--- src/rtl/cache_dfp_arbiter.sv ---
// cache_dfp_arbiter
// Shares one downstream memory port between the instruction cache and the
// data cache. Round-robin grant, registered memory-side strobes/address/data,
// combinational response routing back to the owner, and a sticky watchdog
// that flags memory transactions which never complete.

module cache_dfp_arbiter #(
    parameter int ADDR_W  = 32,
    parameter int LINE_W  = 256,
    parameter int TIMEOUT = 1024
) (
    input  logic              clk,
    input  logic              rst,

    input  logic [ADDR_W-1:0] i_dfp_addr,
    input  logic              i_dfp_read,
    output logic [LINE_W-1:0] i_dfp_rdata,
    output logic              i_dfp_resp,

    input  logic [ADDR_W-1:0] d_dfp_addr,
    input  logic              d_dfp_read,
    input  logic              d_dfp_write,
    input  logic [LINE_W-1:0] d_dfp_wdata,
    output logic [LINE_W-1:0] d_dfp_rdata,
    output logic              d_dfp_resp,

    output logic [ADDR_W-1:0] dfp_addr,
    output logic              dfp_read,
    output logic              dfp_write,
    output logic [LINE_W-1:0] dfp_wdata,
    input  logic [LINE_W-1:0] dfp_rdata,
    input  logic              dfp_resp,
    output logic              dfp_timeout
);

    // Counter only has to reach TIMEOUT-1, where it saturates.
    localparam int CNT_W = (TIMEOUT > 2) ? $clog2(TIMEOUT) : 1;
    localparam logic [CNT_W-1:0] WD_MAX = CNT_W'(TIMEOUT - 1);

    typedef enum logic [0:0] {
        IDLE = 1'b0,
        BUSY = 1'b1
    } state_t;

    // Requester identity used by owner and last_grant.
    localparam logic SEL_I = 1'b0;
    localparam logic SEL_D = 1'b1;

    state_t            state_r;
    logic              owner_r;
    logic              last_grant_r;
    logic [ADDR_W-1:0] addr_r;
    logic [LINE_W-1:0] wdata_r;
    logic              read_r;
    logic              write_r;
    logic [CNT_W-1:0]  wd_cnt_r;
    logic              timeout_r;

    logic              i_req_s;
    logic              d_req_s;
    logic              grant_i_s;
    logic              grant_d_s;
    logic              resp_hit_s;

    assign i_req_s = i_dfp_read;
    assign d_req_s = d_dfp_read | d_dfp_write;

    // Round-robin pick: on a tie the requester that was not served last wins.
    always_comb begin
        grant_i_s = 1'b0;
        grant_d_s = 1'b0;
        if (i_req_s && d_req_s) begin
            if (last_grant_r == SEL_D) begin
                grant_i_s = 1'b1;
            end else begin
                grant_d_s = 1'b1;
            end
        end else if (i_req_s) begin
            grant_i_s = 1'b1;
        end else if (d_req_s) begin
            grant_d_s = 1'b1;
        end else begin
            grant_i_s = 1'b0;
            grant_d_s = 1'b0;
        end
    end

    // Memory completion only counts while a transaction is outstanding and not
    // during reset, so idle or late responses never reach a cache.
    assign resp_hit_s = (state_r == BUSY) && dfp_resp && !rst;

    // Route the completion pulse to whichever cache owns the transaction.
    always_comb begin
        i_dfp_resp = 1'b0;
        d_dfp_resp = 1'b0;
        if (resp_hit_s) begin
            if (owner_r == SEL_I) begin
                i_dfp_resp = 1'b1;
            end else begin
                d_dfp_resp = 1'b1;
            end
        end else begin
            i_dfp_resp = 1'b0;
            d_dfp_resp = 1'b0;
        end
    end

    // Arbitration FSM: latch the granted request, hold it until dfp_resp,
    // and run the watchdog while waiting.
    always_ff @(posedge clk) begin
        if (rst) begin
            state_r      <= IDLE;
            owner_r      <= SEL_I;
            last_grant_r <= SEL_D;
            addr_r       <= '0;
            wdata_r      <= '0;
            read_r       <= 1'b0;
            write_r      <= 1'b0;
            wd_cnt_r     <= '0;
            timeout_r    <= 1'b0;
        end else begin
            case (state_r)
                IDLE: begin
                    wd_cnt_r <= '0;
                    if (grant_i_s) begin
                        state_r      <= BUSY;
                        owner_r      <= SEL_I;
                        last_grant_r <= SEL_I;
                        addr_r       <= i_dfp_addr;
                        wdata_r      <= '0;
                        read_r       <= 1'b1;
                        write_r      <= 1'b0;
                    end else if (grant_d_s) begin
                        state_r      <= BUSY;
                        owner_r      <= SEL_D;
                        last_grant_r <= SEL_D;
                        addr_r       <= d_dfp_addr;
                        wdata_r      <= d_dfp_wdata;
                        // A simultaneous read+write resolves as a write.
                        read_r       <= d_dfp_read & ~d_dfp_write;
                        write_r      <= d_dfp_write;
                    end else begin
                        state_r <= IDLE;
                    end
                end
                BUSY: begin
                    if (dfp_resp) begin
                        state_r  <= IDLE;
                        read_r   <= 1'b0;
                        write_r  <= 1'b0;
                        wd_cnt_r <= '0;
                    end else begin
                        if (wd_cnt_r != WD_MAX) begin
                            wd_cnt_r <= wd_cnt_r + {{(CNT_W-1){1'b0}}, 1'b1};
                        end else begin
                            timeout_r <= 1'b1;
                        end
                    end
                end
                default: begin
                    state_r <= IDLE;
                    read_r  <= 1'b0;
                    write_r <= 1'b0;
                end
            endcase
        end
    end

    assign dfp_addr    = addr_r;
    assign dfp_wdata   = wdata_r;
    assign dfp_read    = read_r;
    assign dfp_write   = write_r;
    assign dfp_timeout = timeout_r;

    // Caches qualify the shared read data with their own resp.
    assign i_dfp_rdata = dfp_rdata;
    assign d_dfp_rdata = dfp_rdata;

    cache_dfp_arbiter_checker u_checker (
        .clk         (clk),
        .rst         (rst),
        .d_dfp_read  (d_dfp_read),
        .d_dfp_write (d_dfp_write)
    );

endmodule

// Protocol checks on the arbiter's upstream interface.
module cache_dfp_arbiter_checker (
    input logic clk,
    input logic rst,
    input logic d_dfp_read,
    input logic d_dfp_write
);

    // The data cache must never request a read and a writeback together.
    a_d_rw_exclusive: assert property (@(posedge clk) disable iff (rst)
        !(d_dfp_read && d_dfp_write));

endmodule

--- config.mk ---
export PLATFORM = sky130hd
export DESIGN_NAME = cache_dfp_arbiter
export DESIGN_NICKNAME = d
export VERILOG_FILES = /design/src/rtl/cache_dfp_arbiter.sv
export SDC_FILE = /design/constraint.sdc
export NUM_CORES = 1
export LEC_CHECK = 0
export ABC_CLOCK_PERIOD_IN_PS = 1880
export CAP_MARGIN = 10
export CORE_AREA = 2 2 535 537
export DETAILED_ROUTE_END_ITERATION = 8
export DIE_AREA = 0 0 537 539
export GPL_TIMING_DRIVEN = 0
export PLACE_DENSITY = 0.3
export SYNTH_ARGS = -nofsm -noshare
export SYNTH_HDL_FRONTEND = slang
export SYNTH_SLANG_ARGS = --single-unit
--- constraint.sdc ---
create_clock -name clk -period 1.88 [get_ports clk]
set_input_delay 0.376 -clock clk [delete_from_list [all_inputs] [get_ports clk]]
set_output_delay 0.376 -clock clk [all_outputs]
set_load 0.05 [all_outputs]
==> results.sh <==
export IMPL_hold_path_class="input port to register"
export IMPL_wire_per_inst_um=25.79
export IMPL_clockBufferDepth=3
export IMPL_period_minus_slack_ns=1.908
export IMPL_totalWireLength_mm=163.7
export IMPL_avgSynthCellArea_um2=10.10
export IMPL_crit_fanout=3
export IMPL_numClockSinks=304
export IMPL_drv_max_cap_violation_count=0
export IMPL_ctsHtreeMaxLevel=2
export IMPL_yosys_most_used_dff="dfxtp_1"
export IMPL_core_area_um2=284000
export IMPL_antenna_found_initial=85
export IMPL_synth_edf_count=0
export IMPL_dieHeight_um=539
export IMPL_drive_above_1_share=0.3746
export IMPL_worst_ep_required_time_ns=1.50
export IMPL_vias_per_cell=2.366
export IMPL_io_buffers=1130
export IMPL_largest_reg_flops=256
export IMPL_hpwl_mm=148.5
export IMPL_power_leakage_nw=12.15
export IMPL_max_stage_delay_ns=0.34
export IMPL_final_common_cell="clkdlybuf4s50_1"
export IMPL_grt_max_degree=13
export IMPL_post_route_util=0.1099
export IMPL_netlist_instances=1343
export IMPL_tns_ns=-0.03665
export IMPL_grt_ovfl_total=0
export IMPL_drc=0
export IMPL_finalWeightedCongestion=0.9321
export IMPL_drt_iter0_markers=674
export IMPL_critPathLaunchType="register"
export IMPL_tritoncts="yes"
export IMPL_cts_root_buf="clkbuf_16"
export IMPL_yosysWarningCount=0
export IMPL_dieWidth_um=537
export IMPL_violations="negative setup slack"
export IMPL_final_nets=3112
export IMPL_grt_first_pass_wirelength_mm=197.1
export IMPL_worst_slew_pin_slew_ns=0.9329
export IMPL_yosys_register_bits=304
export IMPL_final_max_slew_viol_count=0
export IMPL_syn2layout_area_growth_pct=130.2
export IMPL_max_slew_margin=0.3806
export IMPL_grt_pass1_vias=15185
export IMPL_outcome="complete, but fails checks"
export IMPL_endpoint_kind="primary output"
export IMPL_cts_hold_buf=0
export IMPL_hold_viol=0
export IMPL_worst_setup_path_type="register to primary output"
export IMPL_track_usage=0.1078
export IMPL_fillers=32696
export IMPL_setup_viol=2
export IMPL_mostFrequentLayoutCells="798 x clkdlybuf4s50_1, 563 x buf_4, 299 x dfxtp_1"
export IMPL_io_pins=1387
export IMPL_postLayoutSetupSlackWorst_ns=-0.02807
export IMPL_async_flop_share=0
export IMPL_fmax_mhz=524.1
export IMPL_period_share=1.015
export IMPL_synth_cell_types=32
export IMPL_irDropWorstVdd_uv=601.7
export IMPL_arrival_ns=1.53
export IMPL_clk_latency_ns=0.65
export IMPL_start_util=0.04775
export IMPL_detailedRoute_firstPassIterationCount=5
export IMPL_dr_total_vias=15022
export IMPL_cpMaxStageDelayCell="dfxtp_4"
export IMPL_rsz0062_at_grt="yes"
export IMPL_final_setup_skew_ns=0.04138
export IMPL_clk_transition_reported_paths_ns=0.07
export IMPL_syn_nets=1926
export IMPL_yosysSeqAreaShare=0.4488
export IMPL_path_cells="nor2b_4 > nand2_2 > nor2_4 > buf_12"
export IMPL_numCtsBuffers=45
export IMPL_drtAntennaViolNets=0
export IMPL_powerDensity_nw_per_um2=827.0
export IMPL_syn_area_um2=13560
export IMPL_die_area_um2=289400
export IMPL_core_rowCount=196
[report_power, final]
group | internal [W] | switching (W)
logic | 0.00318 | 0.00602
registers | 0.00692 | 0.000308
clock network | 0.00568 | 0.00371
total | 0.0158 | 0.0100
[through the flow]
step                std cells  setup WS (ns)  area (µm²)  power (W)  hold WS [ns]
global route             6341        -0.1082       31190    0.02695        0.2471
finish                   6350       -0.02807       31220    0.02582        0.2956
floorplan                1343         0.2126       13560    0.01258        0.4450
detailed placement       6235         -1.848       29580    0.01682        0.4632
CTS                      6319        -0.1704       31020    0.02648        0.1923
global placement         6235         -2.453       29580    0.01685        0.4596
[synth_stat cells (all sizes together) (3+ instances only)]
master	n	share of area
a21oi	6	0.0022
nand4	3	0.0014
a311oi	32	0.021
nand2	69	0.019
clkbuf	18	0.0050
nand3	3	0.0011
nor2	42	0.012
o21ai	6	0.0022
dfxtp	304	0.45
a211oi	3	0.0017
nor3	8	0.0037
and3	3	0.0014
inv	3	0.00083
buf	569	0.31
a31oi	4	0.0018
a22o	256	0.17
[worst paths after layout]
kind,from,endpoint,slack [ns],cells after the start
hold reg to reg,dfp_wdata[153],dfp_wdata[153],0.48,1
setup reg to reg,state_r,dfp_wdata[27],0.03,8
setup / recovery,state_r,i_dfp_resp,-0.03,4
hold / removal,d_dfp_addr[24],dfp_addr[24],0.30,3
[repair_timing]
action / CTS / global route
pin swaps: 5 / 3
resized for setup: 1278 / 56
setup buffers: 6 / 3
setup endpoints to repair: 592 / 201
endpoints found under the hold margin: 0 / 0
[metal layers]
metal  vias to the layer above  wire (µm)  part of all wire  track usage
met5                         -        240            0.0015            0
met1                      7052      64570              0.39       0.1229
met3                       241      19500              0.12      0.05310
met2                      1080      74710              0.46       0.1774
li1                       6613          -                 -            -
met4                        36       4721             0.029      0.02837
[critical path, delay by kind of cell (launching register included)]
| family | cells | cell delay, ns |
|---|---|---|
| buffers and inverters | 1 | 0.16 |
| DFF | 1 | 0.34 |
| and+or+nand+nor | 3 | 0.36 |
[cell type report]
cell class	count	area, µm²	share of cell area
Timing Repair Buffer	1139	11030	0.3533
Sequential cell	304	6095	0.1952
Tap cell	3762	4707	0.1508
Buffer	587	4424	0.1417
Multi-Input combinational cell	449	3306	0.1059
Clock buffer	60	1264	0.04048
Clock inverter	18	311.5	0.009980
Antenna cell	28	70.07	0.002244
Inverter	3	11.26	0.0003607
[cell families after synthesis]
| logic type | count (synthesis) | share of synthesized area |
|---|---|---|
| AOI/OAI and AO/OA | 311 | 0.1963 |
| xor gates and xnor gates | 1 | 0.0006461 |
| adders and majority gates | 1 | 0.0009226 |
| buffers and inverters | 590 | 0.3109 |
| DFF | 304 | 0.4488 |
| and+or+nand+nor | 136 | 0.04245 |
Note: power is estimated with default switching activity, not from simulation.
